## src/rtl/pic_pkg.sv

```systemverilog
// Shared types and constants for the 8259-style PIC host sequencer.
// Holds the FSM state enum, the write-step enum and ICW1 bit positions.
package pic_pkg;

  typedef enum logic [3:0] {
    IDLE,
    W_SETUP,
    W_STROBE,
    W_HOLD,
    NEXT,
    ACK1,
    GAP,
    ACK2,
    CAPTURE
  } state_t;

  typedef enum logic [2:0] {
    STEP_ICW1,
    STEP_ICW2,
    STEP_ICW3,
    STEP_ICW4,
    STEP_OCW1,
    STEP_EOI
  } step_t;

  localparam logic [7:0] OCW2_NS_EOI = 8'h20;

  localparam int ICW1_IC4  = 0;
  localparam int ICW1_SNGL = 1;

  // Successor in the init sequence; ICW3 exists only in cascade mode, ICW4 only when IC4 is set.
  function automatic step_t next_step(step_t cur, logic [7:0] icw1);
    step_t nxt;
    nxt = STEP_OCW1;
    case (cur)
      STEP_ICW1: nxt = STEP_ICW2;
      STEP_ICW2: begin
        if (!icw1[ICW1_SNGL]) begin
          nxt = STEP_ICW3;
        end else if (icw1[ICW1_IC4]) begin
          nxt = STEP_ICW4;
        end else begin
          nxt = STEP_OCW1;
        end
      end
      STEP_ICW3: begin
        if (icw1[ICW1_IC4]) begin
          nxt = STEP_ICW4;
        end else begin
          nxt = STEP_OCW1;
        end
      end
      default: nxt = STEP_OCW1;
    endcase
    return nxt;
  endfunction

endpackage

```

## src/rtl/pic_host_sequencer_if.sv

```systemverilog
// PIC-side bus bundle: chip select, strobes, address bit, data bus and INT line.
// master = host sequencer, slave = PIC device (or its model).
interface pic_host_sequencer_if;
  logic       cs_n;
  logic       wr_n;
  logic       rd_n;
  logic       inta_n;
  logic       a0;
  logic [7:0] data_out;
  logic       data_oe;
  logic [7:0] data_in;
  logic       int_in;

  modport master (
    output cs_n, wr_n, rd_n, inta_n, a0, data_out, data_oe,
    input  data_in, int_in
  );

  modport slave (
    input  cs_n, wr_n, rd_n, inta_n, a0, data_out, data_oe,
    output data_in, int_in
  );
endinterface

```

## src/rtl/pic_bus_timer.sv

```systemverilog
// Loadable 4-bit down-counter; done is high while the count sits at zero.
module pic_bus_timer (
  input  logic       clk,
  input  logic       rst_n,
  input  logic       load,
  input  logic [3:0] load_val,
  output logic       done
);

  logic [3:0] count_reg;

  always_ff @(posedge clk or negedge rst_n) begin
    if (!rst_n) begin
      count_reg <= 4'd0;
    end else if (load) begin
      count_reg <= load_val;
    end else if (count_reg != 4'd0) begin
      count_reg <= count_reg - 4'd1;
    end
  end

  assign done = (count_reg == 4'd0);

endmodule

```

## src/rtl/pic_host_sequencer.sv

```systemverilog
// Host-side sequencer for an 8259-style PIC: init writes, non-specific EOI, INTA cycles.
// Optional PIC_SEQ_AUTO_EOI_EN: every captured vector automatically queues an EOI write.
module pic_host_sequencer
  import pic_pkg::*;
#(
  parameter int WR_PULSE   = 2,
  parameter int INTA_PULSE = 2,
  parameter int INTA_GAP   = 1
) (
  input  logic       clk,
  input  logic       rst_n,
  input  logic       start,
  input  logic [7:0] icw1,
  input  logic [7:0] icw2,
  input  logic [7:0] icw3,
  input  logic [7:0] icw4,
  input  logic [7:0] ocw1,
  input  logic       eoi_req,
  output logic       busy,
  output logic       init_done,
  output logic [7:0] vector,
  output logic       vector_valid,
  pic_host_sequencer_if.master bus
);

  state_t     state_reg, state_next;
  step_t      step_reg, step_next;
  step_t      follow_step;
  logic [7:0] data_out_reg, data_out_next;
  logic       a0_reg, a0_next;
  logic       init_done_reg, init_done_next;
  logic       eoi_pending_reg, eoi_pending_next;
  logic       latch_bytes;
  logic       capture_vec;
  logic       write_next;
  logic [7:0] follow_byte;

  logic       cs_n_reg, wr_n_reg, rd_n_reg, inta_n_reg, data_oe_reg;
  logic       busy_reg, vector_valid_reg;
  logic [7:0] vector_reg;

  logic       timer_load, timer_done;
  logic [3:0] timer_val;

  logic [4:0][7:0] byte_in;
  logic [4:0][7:0] byte_q;

  assign byte_in = {ocw1, icw4, icw3, icw2, icw1};

  // Init bytes are captured on the accepted start so later input changes cannot disturb the sequence.
  for (genvar gi = 0; gi < 5; gi++) begin : g_byte
    logic [7:0] byte_reg;
    always_ff @(posedge clk or negedge rst_n) begin
      if (!rst_n) begin
        byte_reg <= 8'h00;
      end else if (latch_bytes) begin
        byte_reg <= byte_in[gi];
      end
    end
    assign byte_q[gi] = byte_reg;
  end

  assign follow_step = next_step(step_reg, byte_q[0]);

  always_comb begin
    follow_byte = byte_q[4];
    case (follow_step)
      STEP_ICW2: follow_byte = byte_q[1];
      STEP_ICW3: follow_byte = byte_q[2];
      STEP_ICW4: follow_byte = byte_q[3];
      default:   follow_byte = byte_q[4];
    endcase
  end

  pic_bus_timer u_timer (
    .clk      (clk),
    .rst_n    (rst_n),
    .load     (timer_load),
    .load_val (timer_val),
    .done     (timer_done)
  );

  always_ff @(posedge clk or negedge rst_n) begin
    if (!rst_n) begin
      state_reg <= IDLE;
    end else begin
      state_reg <= state_next;
    end
  end

  always_comb begin
    state_next       = state_reg;
    step_next        = step_reg;
    data_out_next    = data_out_reg;
    a0_next          = a0_reg;
    init_done_next   = init_done_reg;
    eoi_pending_next = eoi_pending_reg | eoi_req;
    latch_bytes      = 1'b0;
    capture_vec      = 1'b0;

    case (state_reg)
      IDLE: begin
        if (start) begin
          latch_bytes      = 1'b1;
          init_done_next   = 1'b0;
          eoi_pending_next = 1'b0;
          step_next        = STEP_ICW1;
          data_out_next    = icw1;
          a0_next          = 1'b0;
          state_next       = W_SETUP;
        end else if (eoi_pending_reg) begin
          eoi_pending_next = 1'b0;
          step_next        = STEP_EOI;
          data_out_next    = OCW2_NS_EOI;
          a0_next          = 1'b0;
          state_next       = W_SETUP;
        end else if (init_done_reg && bus.int_in) begin
          state_next = ACK1;
        end
      end
      W_SETUP:  state_next = W_STROBE;
      W_STROBE: if (timer_done) state_next = W_HOLD;
      W_HOLD:   state_next = NEXT;
      NEXT: begin
        if (step_reg == STEP_OCW1) begin
          init_done_next = 1'b1;
          state_next     = IDLE;
        end else if (step_reg == STEP_EOI) begin
          state_next = IDLE;
        end else begin
          step_next     = follow_step;
          data_out_next = follow_byte;
          a0_next       = 1'b1;
          state_next    = W_SETUP;
        end
      end
      ACK1: if (timer_done) state_next = GAP;
      GAP:  if (timer_done) state_next = ACK2;
      ACK2: begin
        if (timer_done) begin
          capture_vec = 1'b1;
          state_next  = CAPTURE;
        end
      end
      CAPTURE: begin
`ifdef PIC_SEQ_AUTO_EOI_EN
        eoi_pending_next = 1'b1;
`endif
        state_next = IDLE;
      end
      default: state_next = IDLE;
    endcase
  end

  // Every state change reloads the timer with the new state's duration minus one.
  always_comb begin
    timer_load = (state_next != state_reg);
    timer_val  = 4'd0;
    case (state_next)
      W_STROBE:   timer_val = 4'(WR_PULSE - 1);
      ACK1, ACK2: timer_val = 4'(INTA_PULSE - 1);
      GAP:        timer_val = 4'(INTA_GAP - 1);
      default:    timer_val = 4'd0;
    endcase
  end

  assign write_next = (state_next == W_SETUP) || (state_next == W_STROBE) ||
                      (state_next == W_HOLD);

  // Strobes are decoded from the next state and registered so they switch cleanly with the state.
  always_ff @(posedge clk or negedge rst_n) begin
    if (!rst_n) begin
      step_reg         <= STEP_ICW1;
      data_out_reg     <= 8'h00;
      a0_reg           <= 1'b0;
      init_done_reg    <= 1'b0;
      eoi_pending_reg  <= 1'b0;
      cs_n_reg         <= 1'b1;
      wr_n_reg         <= 1'b1;
      rd_n_reg         <= 1'b1;
      inta_n_reg       <= 1'b1;
      data_oe_reg      <= 1'b0;
      busy_reg         <= 1'b0;
      vector_valid_reg <= 1'b0;
      vector_reg       <= 8'h00;
    end else begin
      step_reg         <= step_next;
      data_out_reg     <= data_out_next;
      a0_reg           <= a0_next;
      init_done_reg    <= init_done_next;
      eoi_pending_reg  <= eoi_pending_next;
      cs_n_reg         <= !write_next;
      wr_n_reg         <= !(state_next == W_STROBE);
      rd_n_reg         <= !(state_next == ACK2);
      inta_n_reg       <= !((state_next == ACK1) || (state_next == ACK2));
      data_oe_reg      <= write_next;
      busy_reg         <= (state_next != IDLE);
      vector_valid_reg <= (state_next == CAPTURE);
      if (capture_vec) begin
        vector_reg <= bus.data_in;
      end
    end
  end

  assign bus.cs_n     = cs_n_reg;
  assign bus.wr_n     = wr_n_reg;
  assign bus.rd_n     = rd_n_reg;
  assign bus.inta_n   = inta_n_reg;
  assign bus.a0       = a0_reg;
  assign bus.data_out = data_out_reg;
  assign bus.data_oe  = data_oe_reg;

  assign busy         = busy_reg;
  assign init_done    = init_done_reg;
  assign vector       = vector_reg;
  assign vector_valid = vector_valid_reg;

endmodule

```

## src/flat_wrapper.sv

```systemverilog
// flat-port wrapper written by rule: the top's interface ports become plain ports
module pic_host_sequencer_flat import pic_pkg::*;
#(
  parameter int WR_PULSE   = 2,
  parameter int INTA_PULSE = 2,
  parameter int INTA_GAP   = 1
)
  (clk, rst_n, start, icw1, icw2, icw3, icw4, ocw1, eoi_req, busy, init_done, vector, vector_valid, bus_cs_n, bus_wr_n, bus_rd_n, bus_inta_n, bus_a0, bus_data_out, bus_data_oe, bus_data_in, bus_int_in);
  pic_host_sequencer_if bus_i ();
  input  logic clk;
  input  logic rst_n;
  input  logic start;
  input  logic [7:0] icw1;
  input  logic [7:0] icw2;
  input  logic [7:0] icw3;
  input  logic [7:0] icw4;
  input  logic [7:0] ocw1;
  input  logic eoi_req;
  output logic busy;
  output logic init_done;
  output logic [7:0] vector;
  output logic vector_valid;
  output wire logic [$bits(bus_i.cs_n)-1:0] bus_cs_n;
  output wire logic [$bits(bus_i.wr_n)-1:0] bus_wr_n;
  output wire logic [$bits(bus_i.rd_n)-1:0] bus_rd_n;
  output wire logic [$bits(bus_i.inta_n)-1:0] bus_inta_n;
  output wire logic [$bits(bus_i.a0)-1:0] bus_a0;
  output wire logic [$bits(bus_i.data_out)-1:0] bus_data_out;
  output wire logic [$bits(bus_i.data_oe)-1:0] bus_data_oe;
  input wire logic [$bits(bus_i.data_in)-1:0] bus_data_in;
  input wire logic [$bits(bus_i.int_in)-1:0] bus_int_in;
  assign bus_cs_n = bus_i.cs_n;
  assign bus_wr_n = bus_i.wr_n;
  assign bus_rd_n = bus_i.rd_n;
  assign bus_inta_n = bus_i.inta_n;
  assign bus_a0 = bus_i.a0;
  assign bus_data_out = bus_i.data_out;
  assign bus_data_oe = bus_i.data_oe;
  assign bus_i.data_in = bus_data_in;
  assign bus_i.int_in = bus_int_in;
  pic_host_sequencer #(.WR_PULSE(WR_PULSE), .INTA_PULSE(INTA_PULSE), .INTA_GAP(INTA_GAP)) u_core (.clk(clk), .rst_n(rst_n), .start(start), .icw1(icw1), .icw2(icw2), .icw3(icw3), .icw4(icw4), .ocw1(ocw1), .eoi_req(eoi_req), .busy(busy), .init_done(init_done), .vector(vector), .vector_valid(vector_valid), .bus(bus_i));
endmodule
```

## config.mk

```make
export PLATFORM = sky130hd
export DESIGN_NAME = pic_host_sequencer_flat
export DESIGN_NICKNAME = d
export VERILOG_FILES = /design/src/rtl/pic_pkg.sv /design/src/rtl/pic_host_sequencer_if.sv /design/src/rtl/pic_bus_timer.sv /design/src/rtl/pic_host_sequencer.sv /design/src/flat_wrapper.sv
export SDC_FILE = /design/constraint.sdc
export NUM_CORES = 1
export LEC_CHECK = 0
export ABC_AREA = 1
export ABC_CLOCK_PERIOD_IN_PS = 3200
export CORE_UTILIZATION = 38
export DETAILED_ROUTE_END_ITERATION = 8
export HOLD_SLACK_MARGIN = 0.05
export PLACE_DENSITY = 0.61
export SLEW_MARGIN = 40
export SYNTH_ARGS = -nofsm -noshare
export SYNTH_HDL_FRONTEND = slang
export SYNTH_HIERARCHICAL = 1
export SYNTH_SLANG_ARGS = --single-unit
export TNS_END_PERCENT = 50
```

## constraint.sdc

```tcl
create_clock -name clk -period 3.2 [get_ports clk]
set_clock_uncertainty 0.2 [all_clocks]
set_input_delay 0.96 -clock clk [delete_from_list [all_inputs] [get_ports clk]]
set_output_delay 0.96 -clock clk [all_outputs]
set_load 0.05 [all_outputs]
```

==> reports/results.ini, run 1 <==
[grt]
antenna_found_initial=0
grt_pass1_wl_microns=14400
grt.total_usage_pct=18.9
grt_max_degree=72
overflow=0
grt_pass1_vias=3072

[floorplanning]
ioPinCount=78
rows=34
die_area_sq_um=9710
die_w_microns=98.5
die_h_microns=98.5
start_util_pct=40.0
fp.coreArea_sq_um=8850

[finish]
final_cell_mix=nand2_1 (124), clkdlybuf4s50_1 (76), dfrtp_1 (67)
area_delta_synth_final_pct=30.9
final_cells=625
layout-drive-gt1-share_pct=12.4
finalInstanceArea_sq_um=4630
final_nets=566
layout_commonest_cell=nand2_1
post-route-util_pct=52.4
insertedDiodeCount=0
largest_reg_flops=34

[placed_design]
gp_congestion=0.837
place_inst=609
dp_hpwl_microns=6090
place_area_sq_um=4410
portBuffers=77

[yosys]
ys_ff_latch=71
synth_cell_types=37
syn_area_sq_um=3540
syn-instance-count=430
yosysSeqAreaShare_pct=50.3
ys_warn_count=6
synth_area_per_cell_sq_um=8.23

[sta]
fin_crit_ps=2830
rsz0062_at_grt=false
drv_slew=0
slew_headroom_pct=64.6
tightest_slew_ps=530
fin_crit_sh_pct=88.6
setup_violations=0
final-hold-violation-count=0
max_freq_ghz=0.353
setup_tns_ps=0

[critical_path]
crit_chain=clkdlybuf4s50_1
critPathArrivalTime_ps=1670
end_kind=output pin
max_stage_delay_ps=810
cp_max_fo=1
critPathKind=flop to output pin
path_buf_inv=1
cpMaxStageDelayCell=clkdlybuf4s50_1
crit_required_ps=2040
path_delay_family=buffers and inverters
startpoint_type=flop

[min_path]
hold_path_class=flop to flop

[routing]
drt_iter0_markers=162
antenna_left=0
vias=3036
wl_microns=8340
via_per_inst=4.86
wl_per_cell_microns=13.3
drcViolationCount=6
first_pass_iters=7

[job]
max_cap_violations=0

[clock_tree]
cts_max_level=3
hold_buffers=0
cts_tree=done
ctsResizeCount=0
clock_path_buffers=2
cts_setup_buffers=0
clk_pin_slew_worst_paths_ps=80
clk_latency_ps=340
clockRootBuffer=clkbuf_8
cts_num_sinks=71
cts-buffers-inserted=9

[power_and_ir_drop]
totalPowerFinal_mw=4.84
peakVddDrop_uv=445
power_density_nw_per_um2=1040
static-leakage-power_nw=2.25

[outcome]
status=complete, but fails checks
violations=DRC

-- per-layer routing --
layer  wire (microns)  GRT usage (%)  share of wire [%]  vias to the layer above
li1                 -              -                  -                     1532
met1             4070           26.7                 49                     1391
met2             3580           28.6                 43                      103
met3              572           4.82                6.9                       10
met4              114           6.20                1.4                        0
met5                0              0                  0                        -
-- synthesized netlist by cell type, drive strengths merged --
master	count	area (sq um)
clkbuf	2	7.51
nor2	44	196
inv	55	211
nand4	13	87.6
ha	1	12.5
nand2	131	529
conb	1	3.75
o31ai	2	15.0
and2	1	8.76
xnor2	1	8.76
nor3	2	15.0
o21bai	1	7.51
o41ai	1	8.76
buf	11	91.3
nand3b	2	27.5
nand3	28	155
dfrtp	67	1680
a21oi	23	115
dfstp	4	105
o21ai	31	159
mux2	8	90.1
a21o	1	7.51
-- cells by family (layout without fill, tap and decap cells) --
group                    after synthesis  in the layout  share of synthesized area, %
adder cells (fa/ha/maj)                1              1                         0.353
AO/OA/AOI/OAI                         59             59                          8.84
XOR/XNOR                               1              1                         0.247
buffers and inverters                 68            153                          8.77
multiplexers                           8              8                          2.55
flip-flops                            71             71                          50.3
AND/OR/NAND/NOR                      221            221                          28.8
other                                  1              3                         0.106
-- cell type report --
| cell class | count | area, sq um |
|---|---|---|
| fillers | 857 | 4210 |
| flip-flops and latches | 71 | 1780 |
| multi-input cells | 293 | 1460 |
| repair buffers | 82 | 828 |
| inverters | 55 | 211 |
| clock buffers | 11 | 141 |
| well taps | 108 | 135 |
| clock inverters | 5 | 81.3 |
-- power by group --
part	switching [mW]	total [mW]	internal, mW
Sequential	0.245	1.57	1.33
Combinational	1.62	2.47	0.850
Clock	0.335	0.796	0.460
-- worst paths after layout --
check / startpoint / endpoint / slack, ps / depth (start not counted)
max reg2reg: u_core/u_timer/count_reg[0] / u_core/u_timer/count_reg[0] / 560 / 15
min in group asynchronous: rst_n / u_core/g_byte[4].byte_reg[7] / 400 / 2
max in group asynchronous: rst_n / u_core/bus.rd_n / 2020 / 2
min: u_core/g_byte[2].byte_reg[5] / u_core/g_byte[2].byte_reg[5] / 290 / 2
max: u_core/bus.rd_n / bus_rd_n / 370 / 1
min reg2reg: u_core/g_byte[2].byte_reg[5] / u_core/g_byte[2].byte_reg[5] / 290 / 2
-- stage by stage --
step,worst slack (ps),hold WS [ps]
2_1_floorplan,793,249
3_3_place_gp,318,269
3_5_place_dp,240,268
4_1_cts,348,288
5_1_grt,240,309
6_report,366,286
(Power assumes the default switching activity.)
==> run 2, diff against run 1 <==
SETUP_SLACK_MARGIN = 0.1   (was unset)
SLEW_MARGIN = 20   (was 40)
==> results of run 2 <==
Final layout, timing and power as in run 1 (identical DEF).
==> run 3, diff against run 2 <==
SLEW_MARGIN = 5   (was 20)
==> results of run 3 <==
Final layout, timing and power as in run 1 (identical DEF).
